## src/rtl/alu_pkg.sv

```systemverilog
// Shared ALU definitions: op codes, flag bit positions and op validity helper.
package alu_pkg;

    typedef enum logic [3:0] {
        ALU_ADD = 4'd0,
        ALU_SUB = 4'd1,
        ALU_AND = 4'd2,
        ALU_OR  = 4'd3,
        ALU_XOR = 4'd4,
        ALU_NOT = 4'd5,
        ALU_SLL = 4'd6,
        ALU_SRL = 4'd7,
        ALU_ASR = 4'd8
    } alu_op_e;

    localparam logic [3:0] ALU_OP_MAX = 4'd8;

    localparam int FLAG_Z = 0;
    localparam int FLAG_N = 1;
    localparam int FLAG_C = 2;
    localparam int FLAG_V = 3;
    localparam int FLAG_W = 4;

    function automatic logic op_is_valid(input logic [3:0] op);
        return op <= ALU_OP_MAX;
    endfunction

endpackage

```

## src/rtl/result_fifo.sv

```systemverilog
// Small synchronous FIFO of ALU result entries; read port holds the last popped entry when empty.
module result_fifo #(
    parameter int W     = 12,
    parameter int DEPTH = 2
) (
    input  logic         clk,
    input  logic         rst,
    input  logic         push,
    input  logic [W-1:0] wdata,
    input  logic         pop,
    output logic [W-1:0] rdata,
    output logic         full,
    output logic         empty
);
    localparam int PW = $clog2(DEPTH);
    localparam int CW = $clog2(DEPTH + 1);

    logic [W-1:0]  mem [DEPTH];
    logic [PW-1:0] wr_ptr;
    logic [PW-1:0] rd_ptr;
    logic [PW-1:0] hold_ptr;
    logic [CW-1:0] count;
    logic          do_push;
    logic          do_pop;

    assign full    = (count == CW'(DEPTH));
    assign empty   = (count == '0);
    assign do_push = push & ~full;
    assign do_pop  = pop & ~empty;

    // While empty, wr_ptr == rd_ptr, so the slot behind rd_ptr is the last popped entry
    // and cannot be overwritten until the FIFO is non-empty again.
    assign hold_ptr = rd_ptr - PW'(1);
    assign rdata    = empty ? mem[hold_ptr] : mem[rd_ptr];

    always_ff @(posedge clk or posedge rst) begin
        if (rst) begin
            for (int i = 0; i < DEPTH; i++) mem[i] <= '0;
            wr_ptr <= '0;
            rd_ptr <= '0;
            count  <= '0;
        end else begin
            if (do_push) begin
                mem[wr_ptr] <= wdata;
                wr_ptr      <= wr_ptr + PW'(1);
            end
            if (do_pop) rd_ptr <= rd_ptr + PW'(1);
            case ({do_push, do_pop})
                2'b10:   count <= count + CW'(1);
                2'b01:   count <= count - CW'(1);
                default: count <= count;
            endcase
        end
    end

endmodule

```

## src/rtl/alu_result_stage.sv

```systemverilog
// Registered stage behind the ALU: buffers {op,flags,result} entries and keeps
// last/sticky NZCV status, an invalid-op error flag and a saturating op counter.
module alu_result_stage
    import alu_pkg::*;
#(
    parameter int size  = 4,
    parameter int DEPTH = 2,
    parameter int CNT_W = 8
) (
    input  logic             clk,
    input  logic             rst,
    input  logic             in_valid,
    output logic             in_ready,
    input  logic [3:0]       in_op,
    input  logic [size-1:0]  in_result,
    input  logic [3:0]       in_flags,
    output logic             out_valid,
    input  logic             out_ready,
    output logic [3:0]       out_op,
    output logic [size-1:0]  out_result,
    output logic [3:0]       out_flags,
    output logic [3:0]       last_flags,
    output logic [3:0]       sticky_flags,
    input  logic             sticky_clear,
    output logic             op_err,
    output logic [CNT_W-1:0] op_count
);
    localparam int EW = 4 + FLAG_W + size;

    logic          full;
    logic          empty;
    logic          accept;
    logic          op_bad;
    logic [3:0]    st_flags;
    logic [EW-1:0] wr_entry;
    logic [EW-1:0] rd_entry;

    assign in_ready  = ~full;
    assign out_valid = ~empty;
    assign accept    = in_valid & in_ready;
    assign op_bad    = ~op_is_valid(in_op);
    assign st_flags  = op_bad ? 4'b0000 : in_flags;
    assign wr_entry  = {in_op, st_flags, in_result};

    assign {out_op, out_flags, out_result} = rd_entry;

    result_fifo #(.W(EW), .DEPTH(DEPTH)) u_fifo (
        .clk   (clk),
        .rst   (rst),
        .push  (accept),
        .wdata (wr_entry),
        .pop   (out_ready),
        .rdata (rd_entry),
        .full  (full),
        .empty (empty)
    );

    // A clear coinciding with an accept wipes history first, so the new op survives.
    always_ff @(posedge clk or posedge rst) begin
        if (rst) begin
            last_flags   <= '0;
            sticky_flags <= '0;
            op_err       <= 1'b0;
            op_count     <= '0;
        end else if (accept) begin
            last_flags   <= st_flags;
            sticky_flags <= (sticky_clear ? 4'b0000 : sticky_flags) | st_flags;
            op_err       <= (sticky_clear ? 1'b0 : op_err) | op_bad;
            if (op_count != '1) op_count <= op_count + CNT_W'(1);
        end else if (sticky_clear) begin
            sticky_flags <= '0;
            op_err       <= 1'b0;
        end
    end

endmodule

```

## config.mk

```make
export PLATFORM = sky130hd
export DESIGN_NAME = alu_result_stage
export DESIGN_NICKNAME = d
export VERILOG_FILES = /design/src/rtl/alu_pkg.sv /design/src/rtl/result_fifo.sv /design/src/rtl/alu_result_stage.sv
export SDC_FILE = /design/constraint.sdc
export NUM_CORES = 1
export LEC_CHECK = 0
export CORE_MARGIN = 3
export CORE_UTILIZATION = 44
export DETAILED_ROUTE_END_ITERATION = 10
export PLACE_DENSITY = 0.84
export SYNTH_ARGS = -nofsm -noshare
export SYNTH_HDL_FRONTEND = slang
export SYNTH_SLANG_ARGS = --single-unit
```

## constraint.sdc

```tcl
create_clock -name clk -period 1.8 [get_ports clk]
set_clock_uncertainty 0.1 [all_clocks]
set_input_delay 0.27 -clock clk [delete_from_list [all_inputs] [get_ports clk]]
set_output_delay 0.27 -clock clk [all_outputs]
set_load 0.03 [all_outputs]
```

==> results of run 1 <==
[per-stage QoR]
stage / setup TNS [ps] / cells / cell area (um2) / setup WS (ps) / utilization
floorplan: -562.5 / 164 / 2019 / -56.25 / -
global placement: -5097 / 268 / 2606 / -441.6 / 0.6203
detailed placement: -5115 / 268 / 2606 / -446.5 / 0.6203
CTS: -3642 / 276 / 2784 / -310.4 / 0.6626
global route: -4057 / 276 / 2794 / -347.9 / 0.6650
finish: -3450 / 276 / 2794 / -302.8 / 0.6650
[worst reg2reg max path, stage by stage (launching register included)]
cell and delay (ps):
dfrtp_1 380, or2_4 280, buf_4 140, and2_1 170, ha_1 320, nor2_1 130
xor2_1 150
[sequential cells by signal, indices dropped and copies added, names as in the netlist]
signal         flops
u_fifo.mem        24
op_count           8
last_flags         4
sticky_flags       4
u_fifo.count       2
op_err             1
u_fifo.rd_ptr      1
u_fifo.wr_ptr      1
[Yosys cell counts (all sizes together), types with 4 or more instances]
| master | instances |
|---|---|
| buf | 5 |
| dfrtp | 45 |
| inv | 7 |
| mux2 | 31 |
| nand2 | 25 |
| nand3 | 6 |
| nor2 | 4 |
| o21ai | 12 |
| o22ai | 5 |
| xnor2 | 5 |
| xor2 | 4 |
[how the worst max path moves through the flow]
stage / from / endpoint / cells past startpoint
6_report: u_fifo.count[1] / out_flags[0] / 5
2_1_floorplan: u_fifo.count[0] / out_flags[0] / 4
3_3_place_gp: u_fifo.count[0] / out_op[3] / 5
4_1_cts: u_fifo.count[0] / out_op[0] / 5
3_5_place_dp: u_fifo.count[0] / out_op[0] / 5
5_1_grt: u_fifo.count[1] / out_flags[0] / 5
[timing repair]
item,4_1_cts,5_1_grt
gates cloned,0,0
endpoints found under the setup margin,17,14
endpoints found under the hold margin,0,0
resized for setup,103,4
pin swaps,0,1
[area by class of cell]
type                       instances  area [um2]  area share
clock buffer                       7       86.33     0.03090
clock inverter                     1       30.03     0.01075
tap                               50       62.56     0.02239
timing repair buffer              59       585.6      0.2096
inverter                           7       28.78     0.01030
sequential                        45        1126      0.4030
multi-input combinational        107       874.6      0.3130
[logic make-up (layout without fill, tap and decap cells)]
logic type                 after synthesis  count (layout)  share of synthesized area
buffers and inverters                   12              74                    0.03598
xor gates and xnor gates                 9               9                    0.04281
DFF                                     45              45                     0.5583
AOI/OAI and AO/OA                       20              20                    0.05397
muxes                                   31              31                     0.1749
adders and majority gates                2               2                    0.01240
and+or+nand+nor                         45              45                     0.1216
[power groups by stage]
stage	combinational [mW]	sequential (mW)	clock, mW
finish	3.60	1.76	0.771
global placement	3.23	1.74	0
floorplan	1.91	1.95	0
global route	3.82	1.83	0.824
detailed placement	3.26	1.76	0
CTS	3.62	1.76	0.789
[routing by layer]
metal	global-route usage	part of all wire	vias up
li1	-	-	681
met3	0.04378	0.065	5
met4	0.05433	0.010	0
met2	0.2657	0.48	38
met5	0	0	-
met1	0.2000	0.44	652
==> reports/results.ini, run 1 <==
[floorplan]
initial_core_util = 0.4800
die_area_mm2 = 0.005432
core_mm2 = 0.004202
pin_count = 48
fp.dieH_um = 73.71
num_rows = 23
die-width_um = 73.71

[global_route]
grt_antenna_before_repair = 0
grt_start_max_net_pins = 46
grt_pass1_vias = 1396
overflow = 0
grt_pass1_wl_mm = 6.589
track_usage = 0.1599

[timing]
whs_ps = 212.2
setup_violations = 12
fin_crit_sh = 1.168
maxSlewHeadroom = 0.7849
rsz0062_at_grt = true
worst_slew_pin_slew_ps = 322.1
min_period_ps = 2103
final_max_slew_viol_count = 0
fmax_ghz = 0.4756
setup_ws_ps = -302.8
hold_viol = 0

[job]
cap_violations = 0

[final_layout]
nets = 244
layout_common_cells = dfrtp_1 (45), clkdlybuf4s50_1 (28), nand2_1 (25)
nFillCells = 328
num_antenna_cells = 0
syn2layout_area_growth_pct = 38.52
drive_above_1_share = 0.3097
layout_commonest_cell = dfrtp_1

[drt]
first_pass_iters = 4
wire_per_inst_um = 14.53
postRouteAntennaNets = 0
drc = 0
drtIter0Drc = 79
viasPerCell = 4.986
routed_wl_mm = 4.010
num_vias = 1376

[synth]
syn_nets = 183
syn_inst = 164
synth_top_area_frac = 0.5583
synth_edf_count = 0
syn_area_per_cell_um2 = 12.30
ys_types = 29
async_reset_ff_frac = 1.000
ys_seq_elements = 45
syn_area_mm2 = 0.002017
yosys.area.top_type = dfrtp_1
ys_top_cells_by_area = dfrtp_1 (56%), mux2_2 (16%), nand2_1 (4.7%)
synth_ff_type = dfrtp_1
yosys_warnings = 0
ys_seq_area_frac = 0.5583

[critical_path]
worstReg2RegStart = u_fifo.count[1]
crit_family = flip-flops
path_buf_inv = 2
cpMostUsedCell = buf_6
critPathSlowestCell = dfrtp_1
path_cells = or2_4 > xor2_4 > buf_6 > mux2_4 > buf_6
cp-end-kind = primary output
required_ps = 1430
worstRegToRegCells = 6
arrival_ps = 1730
cp_max_fo = 6
slowest_delay_ps = 380
cp-start-kind = register
rrSetupSlack_ps = 60
critical_path_class = reg2out
r2r_end = u_fifo.count[1]

[power]
leakagePower_nw = 1.300
net-switching-power_mw = 2.420
p_int_mw = 3.716
vdd_ir_drop_max_uv = 1846
combPwrFrac = 0.587
p_total_mw = 6.137
p_seq_frac = 0.287
power_density_mw_per_mm2 = 2196
p_clk_frac = 0.126
p_sw_frac = 0.3944

[cts]
cts_tree = built
clkTransAtPathRegs_ps = 80
postCtsSetupBuffers = 0
cts_made_buffers = 5
clock_latency_ps = 290
h-tree-depth = 2
cts_buffer_depth = 2
cts.sinks = 45
root_buffer = clkbuf_8
postCtsHoldBufs = 0

[status]
status = finished with violations
violations = setup timing

[place]
hpwl_mm = 2.903
portBuffers = 47
gp_congestion = 0.7579

[worst_hold_path]
min_path_type = in2async

(Power assumes the default switching activity.)
==> inputs of run 2 (changes only) <==
--- a/config.mk
+++ b/config.mk
@@ -5,6 +5,7 @@
 export SDC_FILE = /design/constraint.sdc
 export NUM_CORES = 1
 export LEC_CHECK = 0
+export CAP_MARGIN = 5
 export CORE_MARGIN = 3
 export CORE_UTILIZATION = 44
 export DETAILED_ROUTE_END_ITERATION = 10
==> results of run 2 <==
Same layout as run 1: the final DEF is identical, and so are final timing and power.
==> inputs of run 3 (changes only) <==
--- a/config.mk
+++ b/config.mk
@@ -5,11 +5,11 @@
 export SDC_FILE = /design/constraint.sdc
 export NUM_CORES = 1
 export LEC_CHECK = 0
-export CAP_MARGIN = 5
 export CORE_MARGIN = 3
-export CORE_UTILIZATION = 44
+export CORE_UTILIZATION = 46
+export CTS_BUF_LIST = sky130_fd_sc_hd__clkbuf_2
 export DETAILED_ROUTE_END_ITERATION = 10
-export PLACE_DENSITY = 0.84
+export PLACE_DENSITY = 0.87
 export SYNTH_ARGS = -nofsm -noshare
 export SYNTH_HDL_FRONTEND = slang
 export SYNTH_SLANG_ARGS = --single-unit
==> run 3 against run 2 <==
The flow still finishes with violations (setup timing). Sequential share of layout area grew 0.16 points. Utilization grew 1.1 points. Via count grew 1.8%. Combinational power grew 2%. Sequential power is essentially flat. Final cell count grew 0.72%. Global-route usage grew 1.7 points. Worst hold slack lost 180 ps. First-iteration DRC count grew 41%. Maximum frequency shrank 7.5%. Largest cell class unchanged.
==> reports/results.ini, run 3 (same netlist as run 1, synthesis figures left out) <==
[critical_path]
crit_family = flip-flops
required_ps = 1430  ; about the same
cp-end-kind = primary output
critPathSlowestCell = dfrtp_1
arrival_ps = 1900  ; +170 ps
cpMostUsedCell = buf_6
slowest_delay_ps = 420  ; +40 ps
path_cells = or2_4 > xor2_4 > buf_6 > mux2_4 > buf_6
rrSetupSlack_ps = -30  ; -90 ps
cp_max_fo = 7  ; +1
cp-start-kind = register
worstRegToRegCells = 8  ; +2
worstReg2RegStart = u_fifo.count[0]
path_buf_inv = 2  ; unchanged
r2r_end = u_fifo.count[1]
critical_path_class = reg2out

[power]
power_density_mw_per_mm2 = 2157  ; -1.8%
leakagePower_nw = 1.335  ; +2.7%
vdd_ir_drop_max_uv = 1598  ; -13%

[final_layout]
utilization = 0.6762  ; +0.01121
layout_commonest_cell = dfrtp_1
drive_above_1_share = 0.3421  ; +0.03237
layout_common_cells = dfrtp_1 (45), nand2_1 (25), mux2_2 (17)
top_regs = u_fifo.mem: 24 flops, op_count: 8 flops
largest_reg_flops = 24  ; unchanged
num_antenna_cells = 0  ; unchanged
stdcell_count = 278  ; +0.72%
syn2layout_area_growth_pct = 37.97
regMostFlops = u_fifo.mem
nets = 246  ; +0.82%

[place]
place_ws_ps = -466.3  ; -19.84 ps
portBuffers = 47  ; unchanged
hpwl_mm = 2.959  ; +1.9%
dp.cells = 268  ; unchanged
gp_congestion = 0.8397  ; +11%

[floorplan]
core_mm2 = 0.004115  ; -2.1%
die_area_mm2 = 0.005215  ; -4.0%
initial_core_util = 0.4901  ; +0.01007
die-width_um = 72.22  ; -2.0%
fp.dieH_um = 72.22  ; -2.0%
pin_count = 48  ; unchanged
num_rows = 23  ; unchanged

[timing]
setup_ws_ps = -473.6  ; -170.8 ps
fin_tns_setup_ps = -5593  ; -2143 ps
worst_slew_pin_slew_ps = 311.5  ; -10.58 ps
rsz0062_at_grt = true
fmax_ghz = 0.4398  ; -7.5%
fin_crit_sh = 1.263  ; +0.09491
hold_viol = 0  ; unchanged
final_max_slew_viol_count = 0  ; unchanged
maxSlewHeadroom = 0.7931  ; +0.008229
min_period_ps = 2274  ; +170.8 ps
setup_violations = 14  ; +2

[drt]
drc = 0  ; unchanged
routed_wl_mm = 4.142  ; +3.3%
num_vias = 1401  ; +1.8%
first_pass_iters = 4  ; unchanged
viasPerCell = 5.040  ; +1.1%
drtIter0Drc = 111  ; +41%
postRouteAntennaNets = 0  ; unchanged
wire_per_inst_um = 14.90  ; +2.5%

[cts]
root_buffer = clkbuf_2
cts.sinks = 45  ; unchanged
cts_made_buffers = 5  ; unchanged
cts_tree = built
clock_latency_ps = 410  ; +120 ps
cts_buffer_depth = 2  ; unchanged
clkTransAtPathRegs_ps = 240  ; +160 ps
h-tree-depth = 2  ; unchanged

[global_route]
grt_start_max_net_pins = 46  ; unchanged
grt_pass1_vias = 1420  ; +1.7%
overflow = 0  ; unchanged
grt_pass1_wl_mm = 6.969  ; +5.8%
track_usage = 0.1769  ; +0.01708
grt_antenna_before_repair = 0  ; unchanged

[status]
violations = setup timing
status = finished with violations

[job]
cap_violations = 0  ; unchanged

[worst_hold_path]
min_path_type = in2async

run 3: cell count changes in the layout (fill, tap and decap cells not counted), sizes merged:
cell           delta
dlygate4sd2      +12
clkdlybuf4s50    -12
dlymetal6s2s      -1
clkdlybuf4s15     +1
clkbuf            -2
buf               +3
clkinv            +1
run 3: tightest hold or removal path: cells and delay by family:
kind / cells / cell delay (ps)
buffers and inverters: 3 / 700
run 3: cell type report:
class                           instances  area [um2]
Fill cell                             304        1333
Sequential cell                        45        1126
Multi-Input combinational cell        107       907.1
Timing Repair Buffer                   61       589.3
Tap cell                               50       62.56
Clock inverter                          2       38.79
Clock buffer                            6       30.03
Inverter                                7       28.78
run 3: worst max-delay path by stage:
stage / depth (start not counted) / slack, ps / from / to
after floorplan: 4 / -60 / u_fifo.count[0] / out_flags[0]
after global placement: 5 / -430 / u_fifo.count[0] / out_result[2]
final: 5 / -470 / u_fifo.count[0] / out_result[1]
after detailed placement: 5 / -470 / u_fifo.count[0] / out_result[2]
after CTS: 5 / -510 / u_fifo.count[0] / out_result[1]
after global routing: 5 / -590 / u_fifo.count[0] / out_result[2]
run 3: per-layer routing:
layer  global-route usage  wire (um)  vias up
met5                    0          0        -
met4              0.06889         68        0
met3              0.05263        232        5
met2               0.2811       2061       38
met1               0.2278       1780      666
li1                     -          -      692
run 3: where the power goes:
part / internal [mW] / switching, mW / total [mW]
clock: 0.243 / 0.334 / 0.578
sequential: 1.44 / 0.318 / 1.76
combinational: 1.84 / 1.83 / 3.66
run 3: timing repair:
action,in CTS,in global routing
endpoints found under the setup margin,31,17
gates resized for setup,123,8
hold buffers,0,0
pin swaps,0,4
buffers inserted,0,2
run 3: through the flow:
| step | hold slack, ps | instance area (um2) | power [mW] |
|---|---|---|---|
| floorplan | 269.0 | 2019 | 3.860 |
| global placement | 358.4 | 2606 | 4.951 |
| detailed placement | 367.9 | 2606 | 5.046 |
| CTS | 27.33 | 2734 | 5.932 |
| global route | 17.94 | 2783 | 6.344 |
| finish | 30.25 | 2783 | 6.002 |
